<file path="config.mk">
export PLATFORM = sky130hd
export DESIGN_NAME = sort_bitonic_pipe
export DESIGN_NICKNAME = d
export VERILOG_FILES = /design/src/rtl/sort_bitonic_pipe.sv
export SDC_FILE = /design/constraint.sdc
export NUM_CORES = 2
export LEC_CHECK = 0
export CAP_MARGIN = 25
export CORE_UTILIZATION = 50
export DETAILED_ROUTE_END_ITERATION = 8
export GPL_TIMING_DRIVEN = 0
export PLACE_DENSITY = 0.69
export SLEW_MARGIN = 20
export SYNTH_ARGS = -nofsm -noshare
export SYNTH_HDL_FRONTEND = slang
export SYNTH_SLANG_ARGS = --single-unit
</file>
<file path="constraint.sdc">
create_clock -name clk -period 3.2 [get_ports clk]
set_input_delay 0.64 -clock clk [delete_from_list [all_inputs] [get_ports clk]]
set_output_delay 0.64 -clock clk [all_outputs]
set_load 0.005 [all_outputs]
</file>
<file path="src/rtl/sort_bitonic_pipe.sv">
`default_nettype none
// +----------------------------------------------------------------------------+
// | Module      : sort_bitonic_pipe                                            |
// | Description : Pipelined bitonic sorting network. Sorts N = 2**LOG_N        |
// |               elements of WIDTH bits, one vector per cycle, with one       |
// |               register rank after every compare-exchange layer             |
// |               (STAGES = LOG_N*(LOG_N+1)/2). Sort direction travels with    |
// |               each vector. A single global stall freezes every rank while  |
// |               the output is valid and not accepted.                        |
// | Ports       : clk, rst_n (async, active-low)                               |
// |               in_valid/in_ready/in_data/in_desc   - input handshake        |
// |               out_valid/out_ready/out_data/out_desc - output handshake     |
// |               busy      - any rank holds a valid vector                    |
// |               out_index - input position of each output element           |
// |                           (only with SORT_INDEX_EN)                        |
// | Macro       : SORT_INDEX_EN - tag elements with their input position and   |
// |               use the tag as a tie-break, giving a stable sort.            |
// | Revision    : 1.0 - initial release                                        |
// +----------------------------------------------------------------------------+
module sort_bitonic_pipe #(
  parameter int WIDTH  = 16,
  parameter int LOG_N  = 3,
  parameter int SIGNED = 0
) (
  input  logic                          clk,
  input  logic                          rst_n,
  input  logic                          in_valid,
  output logic                          in_ready,
  input  logic [WIDTH*(2**LOG_N)-1:0]   in_data,
  input  logic                          in_desc,
  output logic                          out_valid,
  input  logic                          out_ready,
  output logic [WIDTH*(2**LOG_N)-1:0]   out_data,
  output logic                          out_desc,
  output logic                          busy
`ifdef SORT_INDEX_EN
  ,
  output logic [LOG_N*(2**LOG_N)-1:0]   out_index
`endif
);

  localparam int N      = 2 ** LOG_N;
  localparam int STAGES = LOG_N * (LOG_N + 1) / 2;
`ifdef SORT_INDEX_EN
  localparam int TW     = LOG_N;
`else
  localparam int TW     = 0;
`endif
  // Element storage: value in the upper WIDTH bits, tag (if any) below it.
  localparam int EW     = WIDTH + TW;

  // Layer l of the network belongs to merge phase P (block size 2**(P+1))
  // and uses exchange distance 2**Q.
  function automatic int layer_p(input int l);
    int c, r;
    c = 0;
    r = 0;
    for (int p = 0; p < LOG_N; p++) begin
      for (int q = p; q >= 0; q--) begin
        if (c == l) r = p;
        c = c + 1;
      end
    end
    return r;
  endfunction

  function automatic int layer_q(input int l);
    int c, r;
    c = 0;
    r = 0;
    for (int p = 0; p < LOG_N; p++) begin
      for (int q = p; q >= 0; q--) begin
        if (c == l) r = q;
        c = c + 1;
      end
    end
    return r;
  endfunction

  // True when element a must come after element b in the final order for
  // this vector's direction. Signed values are compared unsigned after an
  // MSB flip. With tags, equal values fall back to ascending tag order in
  // both directions, which is what makes the sort stable.
  function automatic logic after_key(input logic [EW-1:0] a,
                                     input logic [EW-1:0] b,
                                     input logic          desc);
    logic [WIDTH-1:0] va, vb;
    logic             res;
    va = a[EW-1 -: WIDTH];
    vb = b[EW-1 -: WIDTH];
    if (SIGNED != 0) begin
      va[WIDTH-1] = ~va[WIDTH-1];
      vb[WIDTH-1] = ~vb[WIDTH-1];
    end
    res = desc ? (va < vb) : (va > vb);
`ifdef SORT_INDEX_EN
    if (va == vb) res = (a[TW-1:0] > b[TW-1:0]);
`endif
    return res;
  endfunction

  // One compare-exchange layer. Blocks whose bit (P+1) of the index is set
  // run in the opposite bitonic direction, so their swap test is reversed.
  function automatic logic [N*EW-1:0] cx_layer(input logic [N*EW-1:0] d,
                                               input logic            desc,
                                               input int              p,
                                               input int              q);
    logic [N*EW-1:0] r;
    logic [EW-1:0]   a, b;
    logic            swap;
    int              j;
    r = d;
    for (int i = 0; i < N; i++) begin
      j = i ^ (1 << q);
      if (j > i) begin
        a = d[i*EW +: EW];
        b = d[j*EW +: EW];
        if (((i >> (p + 1)) & 1) != 0) swap = after_key(b, a, desc);
        else                           swap = after_key(a, b, desc);
        if (swap) begin
          r[i*EW +: EW] = b;
          r[j*EW +: EW] = a;
        end
      end
    end
    return r;
  endfunction

  logic [N*EW-1:0] r_data  [STAGES];
  logic            r_desc  [STAGES];
  logic            r_valid [STAGES];
  logic [N*EW-1:0] w_next  [STAGES];
  logic [N*EW-1:0] w_in;
  logic            w_adv;

  assign out_valid = r_valid[STAGES-1];
  assign w_adv     = ~out_valid | out_ready;
  assign in_ready  = w_adv;
  assign out_desc  = r_desc[STAGES-1];

  always_comb begin
    w_in = '0;
    for (int i = 0; i < N; i++) begin
      w_in[i*EW+TW +: WIDTH] = in_data[i*WIDTH +: WIDTH];
`ifdef SORT_INDEX_EN
      w_in[i*EW +: TW] = LOG_N'(i);
`endif
    end
  end

  for (genvar s = 0; s < STAGES; s++) begin : g_layer
    localparam int P = layer_p(s);
    localparam int Q = layer_q(s);
    if (s == 0) begin : g_first
      assign w_next[s] = cx_layer(w_in, in_desc, P, Q);
    end else begin : g_rest
      assign w_next[s] = cx_layer(r_data[s-1], r_desc[s-1], P, Q);
    end
  end

  // All ranks move together; bubbles shift through as invalid slots.
  always_ff @(posedge clk or negedge rst_n) begin
    if (!rst_n) begin
      for (int s = 0; s < STAGES; s++) begin
        r_data[s]  <= '0;
        r_desc[s]  <= 1'b0;
        r_valid[s] <= 1'b0;
      end
    end else if (w_adv) begin
      r_data[0]  <= w_next[0];
      r_desc[0]  <= in_desc;
      r_valid[0] <= in_valid;
      for (int s = 1; s < STAGES; s++) begin
        r_data[s]  <= w_next[s];
        r_desc[s]  <= r_desc[s-1];
        r_valid[s] <= r_valid[s-1];
      end
    end
  end

  always_comb begin
    busy = 1'b0;
    for (int s = 0; s < STAGES; s++) busy = busy | r_valid[s];
  end

  always_comb begin
    out_data = '0;
    for (int i = 0; i < N; i++) out_data[i*WIDTH +: WIDTH] = r_data[STAGES-1][i*EW+TW +: WIDTH];
  end

`ifdef SORT_INDEX_EN
  always_comb begin
    out_index = '0;
    for (int i = 0; i < N; i++) out_index[i*LOG_N +: LOG_N] = r_data[STAGES-1][i*EW +: TW];
  end
`endif

endmodule
`default_nettype wire

</file>
# Yosys cells after proc, flatten, opt, wreduce, memory -nomap -nowiden
# Index checks and enable logic that the tools add are counted.
word_totals:
  register_bits: 780
  input_bits: 133
classes:
  n_lt_le_gt_ge: 48
  muxes: 60
  bitwise_logic: 7
ops:
  columns: ["cell", "n"]
  rows:
  - ["greater-than comparator 16 bit", 24]
  - ["< comparator 16 bit", 24]
  - ["two-way mux 16 bit", 24]
  - ["two-way mux 32 bit", 12]
  - ["two-way mux 1 bit", 24]
  - ["OR 1 bit", 6]
  - ["inverter 1 bit", 1]

# Longest topological paths before layout
logic_depth:
  depth_word: 5
  depth_mapped: 11
  ltp_nobuf: 8

# Worst setup path after synthesis
# OpenSTA, ideal clock, no wires.
synth_path:
  path_type: "input -> register"
  start: "input port in_data[31]"
  end: "register r_data[642] in the netlist's numbering"
  arrival_ns: 2.585
  required_ns: 3.074
  slack_ns: 0.489
  cell_stages: 11
  cell_sequence: "inv_1 ha_1 nand4_1 nor4_1 a21boi_1 or4_1 buf_2 and3_1 buf_6 buf_6 a221o_1"
synth_between:
  elab_chain_cells: 3
  word_cells_on_any_way: 4
synth_lines:
  columns: ["item", "line", "text"]
  rows:
  - ["from (decl)", "29", "input logic [WIDTH*(2**LOG_N)-1:0] in_data,"]
  - ["greater-than comparator 16 bit / < comparator 16 bit (equally long branches)", "95", "res = desc ? (va < vb) : (va > vb);"]
  - ["two-way mux 1 bit (*)", "95", null]
  - ["two-way mux 32 bit (*)", "120", "if (swap) begin"]
  - ["to (signal, indexed assignment)", "174", "r_data[s] <= w_next[s];"]
  - ["to (decl)", "129", "logic [N*EW-1:0] r_data [STAGES];"]
# Mark *: on every way between the ends. The rest lies on a longest branch, timed or not.
# A chain may end at the register's enable or synchronous reset.

# Worst setup path in the final report
layout_path:
  start: "register r_valid (netlist bit out_valid)"
  end: "register r_desc[2] in the netlist's numbering"
layout_between:
  elab_chain_cells: 2
layout_lines:
  columns: ["item", "line", "text"]
  rows:
  - ["from (decl)", "131", "logic r_valid [STAGES];"]
  - ["from (signal, indexed assignment)", "176", "r_valid[s] <= r_valid[s-1];"]
  - ["inverter 1 bit", "137", "assign w_adv = ~out_valid | out_ready;"]
  - ["OR 1 bit", "137", null]
  - ["to (signal, indexed assignment)", "175", "r_desc[s] <= r_desc[s-1];"]
  - ["to (decl)", "130", "logic r_desc [STAGES];"]
# No other way between the ends.

==> summary.json <==
{
  "floorplanning": {
    "initial_utilization_pct": 50.4,
    "die_width_um": 311,
    "placementRows": 113,
    "io-pin-count": 265,
    "die-area_sq_mm": 0.0968,
    "chipHeight_um": 311,
    "placeableCoreArea_sq_mm": 0.0949
  },
  "pwr": {
    "pwr_density_cell_mw_per_mm2": 1340,
    "leakagePower_uw": 0.0253,
    "maximum_resistive_drop_on_vdd_v": 0.000543,
    "power.total_uw": 74600
  },
  "clock_network": {
    "clk_root_buffer_cell": "sky130_fd_sc_hd__clkbuf_16",
    "clock_tree.buffer_depth": 3,
    "tritoncts": "yes",
    "clk_pin_slew_ns": 0.06,
    "cts.htree.levels": 3,
    "clock_latency_ns": 0.68,
    "numClockSinks": 780,
    "cts_made_buffers": 89
  },
  "placed_design": {
    "postPlaceCellArea_sq_mm": 0.0523,
    "post-dp-hpwl_um": 140000,
    "routabilityCongestion": 1.05,
    "io_buffer_count": 264,
    "place_ws_ns": -1.19
  },
  "global_routing": {
    "grt_pass1_vias": 41582,
    "grt_start_max_net_pins": 101,
    "globalRouteOverflowTotal": 0,
    "wire_length_of_the_first_global_routing_pass_um": 267000,
    "grt_use_total_pct": 36.5,
    "grt_antenna_before_repair": 4
  },
  "timing": {
    "slew_headroom_pct": 26.2,
    "grt_setup_unrepaired": "false",
    "post-route-worst-setup-slack_ns": 0.0152,
    "period_share_pct": 99.5,
    "finalWorstPathRequiredPeriod_ns": 3.18,
    "fin_worst_skew_ns": 0.0384,
    "finalHoldViolations": 0,
    "fmax_ghz": 0.314,
    "worstMarginPinSlew_ns": 1.11,
    "timing_max_transition_violations_final": 0,
    "timing.final.setup_violations": 0
  },
  "routing": {
    "drt.antenna.violating_nets": 0,
    "drc": 0,
    "drt_first_iter_violations": 5418,
    "detailroute.via_count": 44330,
    "wire_per_inst_um": 26.1,
    "viasPerCell": 6.43,
    "route.final.wire_length_um": 180000,
    "first_pass_iters": 7
  },
  "worst_hold_path": {
    "hold_path_class": "reg2reg",
    "min_path_cells": 1
  },
  "finish": {
    "multi_input_comb_area_sq_mm": 0.0243,
    "final_cell_mix": "sky130_fd_sc_hd__dfrtp_1, sky130_fd_sc_hd__nand2_1, sky130_fd_sc_hd__o21ai_0",
    "final_layout_size_suffix_gt1_share_pct": 7.42,
    "syn_to_final_growth_pct": 16.2,
    "layout_commonest_cell": "sky130_fd_sc_hd__dfrtp_1",
    "final-seq-area_sq_mm": 0.0195,
    "finalNetCount": 6074,
    "nFillCells": 8397,
    "final_design_area_no_fill_sq_mm": 0.0556
  },
  "synth": {
    "synth.yosys.seq_area_share_pct": 40.8,
    "synth_warnings": 0,
    "synthesis.nets": 5707,
    "synth_edf_count": 0,
    "post_synth_main_area_contributors": "sky130_fd_sc_hd__dfrtp_1, sky130_fd_sc_hd__ha_1, sky130_fd_sc_hd__a221o_1, sky130_fd_sc_hd__a31oi_1, sky130_fd_sc_hd__o21ai_0",
    "synth_area_per_cell_sq_um": 9.21,
    "yosys.area.top_type": "sky130_fd_sc_hd__dfrtp_1",
    "yosysUniqueCellTypes": 54,
    "async_flop_share_pct": 100,
    "synthesis.area_sq_mm": 0.0478,
    "yosysTopAreaCellShare_pct": 40.8,
    "total_of_flip_flops_plus_latches_after_synthesis": 780,
    "synth_flop_cell": "sky130_fd_sc_hd__dfrtp_1",
    "synth_cells": 5190
  },
  "status": {
    "status": "complete, no violations"
  },
  "flow_run": {
    "cap_viol_max_count": 0
  },
  "setup_path": {
    "timing.critical_path.arrival_ns": 3.78,
    "r2r.worst_path.cells": 8,
    "timing.critical_path.slowest_stage_cell": "sky130_fd_sc_hd__buf_2",
    "setup.worst_path.start_class": "flip-flop",
    "crit_path_end_kind": "flip-flop",
    "critPathMostFrequentCell": "sky130_fd_sc_hd__buf_2",
    "cp_num_buf_inv": 5,
    "cp.depth": 8,
    "kind_of_cell_adding_the_most_delay_to_the_critical_path": "buffers and inverters",
    "worst-setup-path-type": "reg2reg",
    "critical_path.max_stage_delay_ns": 0.58,
    "crit_path_cell_trace": "nor2b_1, buf_2, clkbuf_4, buf_2, buf_2, buf_2, nand2_1, nand2_1",
    "critical_path.max_fanout": 10,
    "required_ns": 3.80
  }
}
[state kept, by name, summed over array words and instances, names as in the netlist]
name / count
r_desc: 5
r_data: 640
out_valid: 1
out_desc: 1
out_data: 128
r_valid: 5
[Yosys cell counts, types with 171 or more instances]
library cell	n
sky130_fd_sc_hd__a31oi_1	353
sky130_fd_sc_hd__clkbuf_1	298
sky130_fd_sc_hd__o21ai_0	436
sky130_fd_sc_hd__a22oi_1	191
sky130_fd_sc_hd__and2_1	171
sky130_fd_sc_hd__nor2_1	279
sky130_fd_sc_hd__nand2_1	450
sky130_fd_sc_hd__ha_1	384
sky130_fd_sc_hd__inv_1	397
sky130_fd_sc_hd__a21oi_1	366
sky130_fd_sc_hd__dfrtp_1	780
sky130_fd_sc_hd__a221o_1	385
[area by class of cell]
cell class / instances / area share (%)
multi-input combinational: 3504 / 43.7
sequential: 780 / 35.1
timing repair buffer: 279 / 5.31
clock buffer: 124 / 4.67
buffer: 505 / 4.66
tap: 1265 / 2.85
inverter: 398 / 2.69
clock inverter: 40 / 0.966
antenna: 1 / 0.00450
[stage by stage]
step | utilization, % | hold WS [ns] | std cells | setup TNS, ns
floorplan | - | 0.344 | 5190 | 0
global placement | 54.8 | 0.463 | 6719 | -
detailed placement | 55.1 | 0.469 | 6731 | -364.07
CTS | 58.5 | 0.481 | 6895 | -0.236
global route | 58.6 | 0.498 | 6895 | 0
finish | 58.6 | 0.476 | 6896 | 0
[repair_timing]
action / in CTS / in global routing
hold buffers: 1 / 0
gates resized for setup: 20 / 24
endpoints found under the setup margin: 367 / 200
endpoints found under the hold margin: 7 / 0
pin swaps: 0 / 0
setup buffers: 0 / 1
[worst reg2reg max path, cell delays in order, from the launching register on]
cell,delay (ns)
sky130_fd_sc_hd__dfrtp_1,0.36
sky130_fd_sc_hd__nor2b_1,0.12
sky130_fd_sc_hd__buf_2,0.36
sky130_fd_sc_hd__clkbuf_4,0.45
sky130_fd_sc_hd__buf_2,0.44
sky130_fd_sc_hd__buf_2,0.59
sky130_fd_sc_hd__buf_2,0.57
sky130_fd_sc_hd__nand2_1,0.14
sky130_fd_sc_hd__nand2_1,0.10
[kinds of logic after synthesis]
family,after synthesis,share of synthesized area [%]
AOI/OAI and AO/OA,1870,26.6
adders and majority gates,384,10.1
buffers and inverters,906,8.43
DFF,780,40.8
muxes,184,3.90
and+or+nand+nor,1066,10.1
[worst paths after layout]
check | slack, ns | end | start
max | 0.02 | r_desc[2] | out_valid
min | 0.48 | out_desc | out_desc
max reg2reg | 0.02 | r_desc[2] | out_valid
min reg2reg | 0.48 | out_desc | out_desc
max in group asynchronous | 0.86 | out_desc | rst_n
min in group asynchronous | 0.59 | out_data[30] | rst_n
[routing by layer]
metal / vias to the layer above / global-route usage [%] / wire length [um]
met5: - / 0.198 / 32
met4: 6 / 24.6 / 14600
met3: 707 / 7.64 / 17900
met2: 2536 / 55.3 / 77800
met1: 21215 / 47.0 / 69500
li1: 19866 / - / -
[report_power, final]
group	internal, uW	switching [uW]
registers	15100	8990
clock network	6490	4420
logic	17700	21900
(Power assumes the default switching activity.)
